**src/rtl/spi_ram_burst.sv**
```systemverilog
// spi_ram_burst: command-decoded word RAM between an SPI slave deserialiser
// and serialiser. Each valid rx word carries a 2-bit command and a payload.
// The four commands are set write pointer, write data, set read pointer and
// read data. The write and read pointers are independent. They can advance
// with wrap for burst transfers. An out-of-range pointer load is rejected and
// flagged with a one-cycle error pulse.
module spi_ram_burst #(
  parameter int unsigned MEM_DEPTH  = 256,
  parameter int unsigned ADDR_SIZE  = 8,
  parameter int unsigned DATA_WIDTH = 8,
  parameter bit          AUTO_INC   = 1'b1
) (
  input  logic                  clk,
  input  logic                  rst_n,
  input  logic [DATA_WIDTH+1:0] din,
  input  logic                  rx_valid,
  output logic [DATA_WIDTH-1:0] dout,
  output logic                  tx_valid,
  output logic                  addr_err
);

  typedef enum logic [1:0] {
    CMD_SET_WA = 2'b00,
    CMD_WR     = 2'b01,
    CMD_SET_RA = 2'b10,
    CMD_RD     = 2'b11
  } cmd_e;

  typedef struct packed {
    cmd_e                  cmd;
    logic [DATA_WIDTH-1:0] payload;
  } req_t;

  // Last legal pointer value. Wrap happens here, not at 2^ADDR_SIZE, so
  // depths that are not a power of two never reach an unused index.
  localparam logic [ADDR_SIZE-1:0]  LAST_PTR = ADDR_SIZE'(MEM_DEPTH - 1);
  // Depth held one bit wider than the payload. This keeps the range compare
  // exact when MEM_DEPTH == 2^DATA_WIDTH.
  localparam logic [DATA_WIDTH:0]   DEPTH_X  = (DATA_WIDTH+1)'(MEM_DEPTH);

  logic [DATA_WIDTH-1:0] mem_q [MEM_DEPTH];

  logic [ADDR_SIZE-1:0]  wr_ptr_q, wr_ptr_d;
  logic [ADDR_SIZE-1:0]  rd_ptr_q, rd_ptr_d;
  logic [DATA_WIDTH-1:0] dout_q, dout_d;
  logic                  tx_valid_q, tx_valid_d;
  logic                  addr_err_q, addr_err_d;

  req_t                  req;
  logic                  in_range;
  logic                  mem_we;

  // Advance a pointer by one, wrapping from the last word back to zero.
  function automatic logic [ADDR_SIZE-1:0] next_ptr(input logic [ADDR_SIZE-1:0] p);
    return (p == LAST_PTR) ? '0 : p + ADDR_SIZE'(1);
  endfunction

  // Split the rx word into command and payload, and check the payload
  // against the memory depth for the pointer-load commands.
  always_comb begin
    req      = req_t'(din);
    in_range = ({1'b0, req.payload} < DEPTH_X);
    // A write is suppressed while reset is held. Reset is asynchronous, but
    // the memory port is not reset, so it must not act on stray rx words.
    mem_we   = rst_n && rx_valid && (req.cmd == CMD_WR);
  end

  // Next-state decode for the pointers and the registered tx/err outputs.
  always_comb begin
    wr_ptr_d   = wr_ptr_q;
    rd_ptr_d   = rd_ptr_q;
    dout_d     = dout_q;
    tx_valid_d = 1'b0;
    addr_err_d = 1'b0;
    if (rx_valid) begin
      unique case (req.cmd)
        CMD_SET_WA: begin
          if (in_range) wr_ptr_d = req.payload[ADDR_SIZE-1:0];
          else          addr_err_d = 1'b1;
        end
        CMD_WR: begin
          if (AUTO_INC) wr_ptr_d = next_ptr(wr_ptr_q);
        end
        CMD_SET_RA: begin
          if (in_range) rd_ptr_d = req.payload[ADDR_SIZE-1:0];
          else          addr_err_d = 1'b1;
        end
        CMD_RD: begin
          // A write at the previous edge has already landed in mem_q, so
          // read-after-write on consecutive cycles sees the new data.
          dout_d     = mem_q[rd_ptr_q];
          tx_valid_d = 1'b1;
          if (AUTO_INC) rd_ptr_d = next_ptr(rd_ptr_q);
        end
        default: ;
      endcase
    end
  end

  // Pointer and output registers. They clear on reset, but memory does not.
  always_ff @(posedge clk or negedge rst_n) begin
    if (!rst_n) begin
      wr_ptr_q   <= '0;
      rd_ptr_q   <= '0;
      dout_q     <= '0;
      tx_valid_q <= 1'b0;
      addr_err_q <= 1'b0;
    end else begin
      wr_ptr_q   <= wr_ptr_d;
      rd_ptr_q   <= rd_ptr_d;
      dout_q     <= dout_d;
      tx_valid_q <= tx_valid_d;
      addr_err_q <= addr_err_d;
    end
  end

  // Memory write port. It has no reset, so contents survive rst_n.
  always_ff @(posedge clk) begin
    if (mem_we) mem_q[wr_ptr_q] <= req.payload;
  end

  assign dout     = dout_q;
  assign tx_valid = tx_valid_q;
  assign addr_err = addr_err_q;

endmodule

```
**config.mk**
```make
export PLATFORM = sky130hd
export DESIGN_NAME = spi_ram_burst
export DESIGN_NICKNAME = d
export VERILOG_FILES = /design/src/rtl/spi_ram_burst.sv
export SDC_FILE = /design/constraint.sdc
export NUM_CORES = 2
export LEC_CHECK = 0
export ABC_AREA = 1
export BUFFER_PORTS_ARGS = -buffer_cell sky130_fd_sc_hd__buf_4
export CAP_MARGIN = 0
export CORE_MARGIN = 2
export CORE_UTILIZATION = 40
export CTS_BUF_LIST = sky130_fd_sc_hd__clkbuf_8
export CTS_CLUSTER_SIZE = 20
export DETAILED_ROUTE_END_ITERATION = 12
export SYNTH_ARGS = -nofsm -noshare
export SYNTH_HDL_FRONTEND = slang
export SYNTH_SLANG_ARGS = --single-unit
```
**constraint.sdc**
```tcl
create_clock -name clk -period 2.75 [get_ports clk]
set_clock_uncertainty 0.15 [all_clocks]
set_input_delay 0.1375 -clock clk [delete_from_list [all_inputs] [get_ports clk]]
set_output_delay 0.1375 -clock clk [all_outputs]
set_load 0.1 [all_outputs]
```
### Word level (Yosys, flattened, before mapping)

Memory sizes are Yosys's and may differ from the RTL's. A register that Yosys moved wholly into a read port is not among the register bits.
Cells that the tools add are included.

* bitwise gates (word level): 0
* add/subtract/negate cells: 2
* reduce and logical (&&, ||, !) cells: 9
* equal/unequal tests: 5
* magnitude comparators: 0
* shift operators: 0
* muxes and demuxes: 8
* multiply operators: 0
* div/mod/pow operators: 0

Operators with widths (number)
* one-hot mux 8 bit (2 select lines): 2
* adder 8 x 1 -> 8 bit (second input constant): 2
* == test 8 bit (second input constant): 2
* two-way mux 8 bit: 2
* AND reduction 2 bit: 3
* == test 2 bit (second input constant): 2
* two-way mux 1 bit: 4
* nonzero test 2 bit: 2
* == test 2 x 1 -> 1 bit (second input constant): 1
* logical AND 1 bit: 2
* zero test 2 bit: 1
* zero test 1 bit: 1

* memories kept: 1
* input bits: 13
* memory bits (writable): 2048
* latch bits: 0
* word-level logic and storage cells: 28
* bits in read-only memories: 0
* bits in registers: 17

Memory list
* mem_q: depth 256, width 8, rd ports 1, clocked after memory_dff 1, write ports 1, RTL line 41 `logic [DATA_WIDTH-1:0] mem_q [MEM_DEPTH];`

### Depth between registers and ports, before layout

* depth in word-level cells: 4
* mapped depth: 16
* gate-level depth less buffers: 13

### Worst setup path before layout

Ideal clock, no wire load.

* path kind: reg-to-reg
* start point: register wr_ptr_q[0]
* end point: memory mem_q[191][0], enable pin
* path slack: 615 ps
* cell stages (with the launch flop): 6
* clock period less this slack: 2135 ps
* arrival: 1602 ps
* path through: dfrtp_1 -> ha_1 -> inv_1 -> nor2_1 -> inv_1 -> nor3_1

RTL lines
* start, declared: RTL line 43 `logic [ADDR_SIZE-1:0] wr_ptr_q, wr_ptr_d;`
* start signal, assigned: RTL line 109 `wr_ptr_q <= wr_ptr_d;`
* end, declared: RTL line 41

No word-level cell before the write port.

==> results.md <==
- Count leader, synth: nand2_1
- CTS tree: built
- Number of core rows: around 170
- Slew Limit Fails: 0
- Max-cap viol count: 0
- Core ar.: about 220000 µm²
- Primary FF master, synth: edfxtp_1
- Final hold violation count: 0
- DRT Pass-1 Iters: 6
- Vias per cell: 5.20
- Synthesized area: roughly 89000 µm²
- Slew HR: around 16%
- Pleak: ~0.04 µW
- Area Growth Syn to Fin: 16.6%
- Clock Tree Root: clkbuf_8
- Status: finished with violations
- GRT Util Overall: between 20% and 30%
- Syn avg cell area: approximately 11 µm²
- Crit-path max FO: 16
- CTS Buf Count: ~350
- Hold Path Sink: mem_q[108][1]$_DFFE_PP_
- Global route total overflow: 0
- Main area contributors after synthesis: edfxtp_1 (69%), nand2_1 (11%), nand3_1 (4.1%)
- Longest Clk Path Bufs: 4
- Worst path required time: between 3000 and 4000 ps
- Largest net degree at the start of global routing: 111
- Tmin final: ~2800 ps
- Worst hold path type: input pin to flip-flop
- Final WS setup: -28.4 ps
- Tot Pwr: roughly 73000 µW
- Endpoint type of the worst setup path: flip-flop
- Antenna Nets Post-Route: 0
- Drt total wl: ~260 mm
- Via count: slightly above 60000
- Area of the die: 227000 µm²
- Commonest cells post-synth: nand2_1 (2546), edfxtp_1 (2048), nand3_1 (739), inv_1 (717), nor2_1 (485)
- Worst hold start: din[1]
- Distinct cell type count after synthesis: 36
- Clk_lat worst skew: 1050 ps
- Global-route wire length before repair: approximately 380 mm
- Routed wire per std cell: 21.8 µm
- Synth warn: 0
- Chip Width: around 480 µm
- IO Port Bufs: 21
- Vias in the first global route: between 50000 and 60000
- CTS clk-pin slew, worst paths: about 70 ps
- Register area share after synthesis: around 70%
- Initial Util: between 40% and 50%
- Worst R2R Setup Slack: -30 ps
- # IOs: 23
- Number of synthesized register bits: between 2000 and 2500
- R2r startpoint: rd_ptr_q[0]$_DFFE_PN0P_
- Setup CP Type: flip-flop to flip-flop
- Final Core Density: 46.9%
- Net count, final: roughly 8600
- Post-Route Setup TNS: -28.4 ps
- H-tree depth: 5
- R2R depth: 14
- Worst R2R End: dout[1]$_DFFE_PN0P_
- Syn nets: 8104
- Placer Congestion: 0.883
- Share of the cycle needed by the critical path after routing: 101%
- CP Data Arrival Time: 3580 ps
- EDFF count, synth: about 2000
- Initial antenna violation count: 12
- Vert. Die Dim: 476 µm
- Startpoint types: flip-flop
- PD cells: 697 nW/µm²
- Layout cells sized above 1: 15.5%
- Slew @ Worst Pin: about 1300 ps
- VDD IR max: 0.000666 V
- Hold path cells: 3
- Cells after synthesis: 8086
- RSZ-0062 raised after global routing: yes
- # DRC: 0
- Area leader, netlist: edfxtp_1
- # clock sinks: 2073
- Dpl hpwl: about 150 mm
- Failing checks: negative setup slack
- Fmax: 0.360 GHz
- DRT iter0 DRCs: roughly 6700
- Count of endpoints failing setup in the final report: 1
- Async set-reset flop share out of synthesis: 1.21%
- Synth top area share: 68.9%
==> power breakdown <==
part	leakage, µW	switching (µW)	internal, µW
clock network	0.00344	12000	12100
logic	0.0187	9180	4240
registers	0.0187	209	34800
total	0.0408	21400	51200
==> flip-flops by register name, indices dropped and copies added (netlist names) <==
register	flops
tx_valid	1
rd_ptr_q	8
wr_ptr_q	8
dout	8
mem_q	2048
==> layout by cell type, fill, tap and decap left out, types with 11 or more instances in the layout <==
cell	Yosys	routed
nor3_2	70	88
a21oi_1	182	182
o21ai_0	196	186
o211ai_1	59	59
o211ai_2	102	102
nand3_1	739	636
buf_16	0	13
or2_1	111	111
nand3_2	0	87
buf_6	52	11
buf_4	47	484
dlygate4sd3_1	0	30
clkinv_2	0	36
clkbuf_8	0	351
buf_12	2	108
nor3_1	271	253
inv_1	717	828
clkinv_1	4	73
o21ai_1	8	18
nor2_1	485	482
nand2_2	0	13
nand2_1	2546	2533
edfxtp_1	2048	2048
dfrtp_1	25	20
nand3_4	0	16
==> final cells by class <==
| class | count | area (µm²) |
|---|---|---|
| antenna | 3 | 7.51 |
| clock buffer | 351 | 4830 |
| clock inverter | 230 | 1050 |
| fill | 20200 | 118000 |
| inverter | 727 | 2770 |
| multi-input combinational | 4803 | 22500 |
| sequential | 2073 | 62100 |
| tap | 2975 | 3720 |
| timing repair buffer | 667 | 7030 |
==> how the worst max path moves through the flow <==
| stage | start | end | cells past startpoint | slack, ps |
|---|---|---|---|---|
| after detailed placement | rd_ptr_q[0]$_DFFE_PN0P_ | dout[1]$_DFFE_PN0P_ | 13 | -320 |
| after floorplan | wr_ptr_q[0]$_DFFE_PN0P_ | mem_q[191][0]$_DFFE_PP_ | 5 | 610 |
| final | rd_ptr_q[0]$_DFFE_PN0P_ | dout[1]$_DFFE_PN0P_ | 14 | -30 |
| after global routing | rd_ptr_q[0]$_DFFE_PN0P_ | dout[0]$_DFFE_PN0P_ | 14 | -50 |
| after CTS | rd_ptr_q[0]$_DFFE_PN0P_ | dout[0]$_DFFE_PN0P_ | 14 | 0.8 |
| after global placement | rd_ptr_q[0]$_DFFE_PN0P_ | dout[1]$_DFFE_PN0P_ | 13 | -340 |
==> critical path, cell delays in order (launching register included) <==
cell       delay [ps]
dfrtp_4           490
buf_4             180
buf_4             160
bufbuf_16         290
or2_1             230
nand3_1            60
nand2_1            90
nand2_1           120
nand3_1           100
nand3_1           230
nand3_1           180
nand3_1           140
nand3_1            90
nand3_2           110
nand2_1            50
==> per-stage QoR <==
step / setup WS, ps / instance area [µm²] / hold WS, ps / instances
global placement: -342 / 96400 / 200 / 11200
detailed placement: -319 / 96400 / 202 / 11200
global route: -45.1 / 104000 / 47.8 / 11800
finish: -28.4 / 104000 / 63.9 / 11800
floorplan: 615 / 89300 / -308 / 8086
CTS: 0.778 / 103000 / 11.6 / 11800
==> what timing repair did <==
| action | 4_1_cts | 5_1_grt |
|---|---|---|
| cloned | 5 | 9 |
| setup buffers | 6 | 6 |
| hold buffers | 34 | 0 |
| pin swaps | 6 | 18 |
| endpoints found under the setup margin | 8 | 9 |
| hold endpoints to repair | 2152 | 0 |
| resized for setup | 58 | 130 |
==> logic make-up after synthesis <==
kind of cell / Yosys count / synth area share, %
flops: 2073 / 69.6
xor+xnor: 2 / 0.0196
buf+inv: 1211 / 6.04
fa+ha+maj: 5 / 0.0701
other cells: 1 / 0.00420
compound gates: 562 / 4.21
simple gates: 4232 / 20.0
==> layer usage <==
layer  wire [µm]  share of wire, %  track usage, %  vias to the layer above
met1      105000                41            29.5                    30000
met4       10100               3.9            8.71                        0
li1            -                 -               -                    28400
met2      123000                47            35.9                     2614
met3       20000               7.8            3.73                      506
met5           0                 0               0                        -
Power figures use the tool's default switching activity.
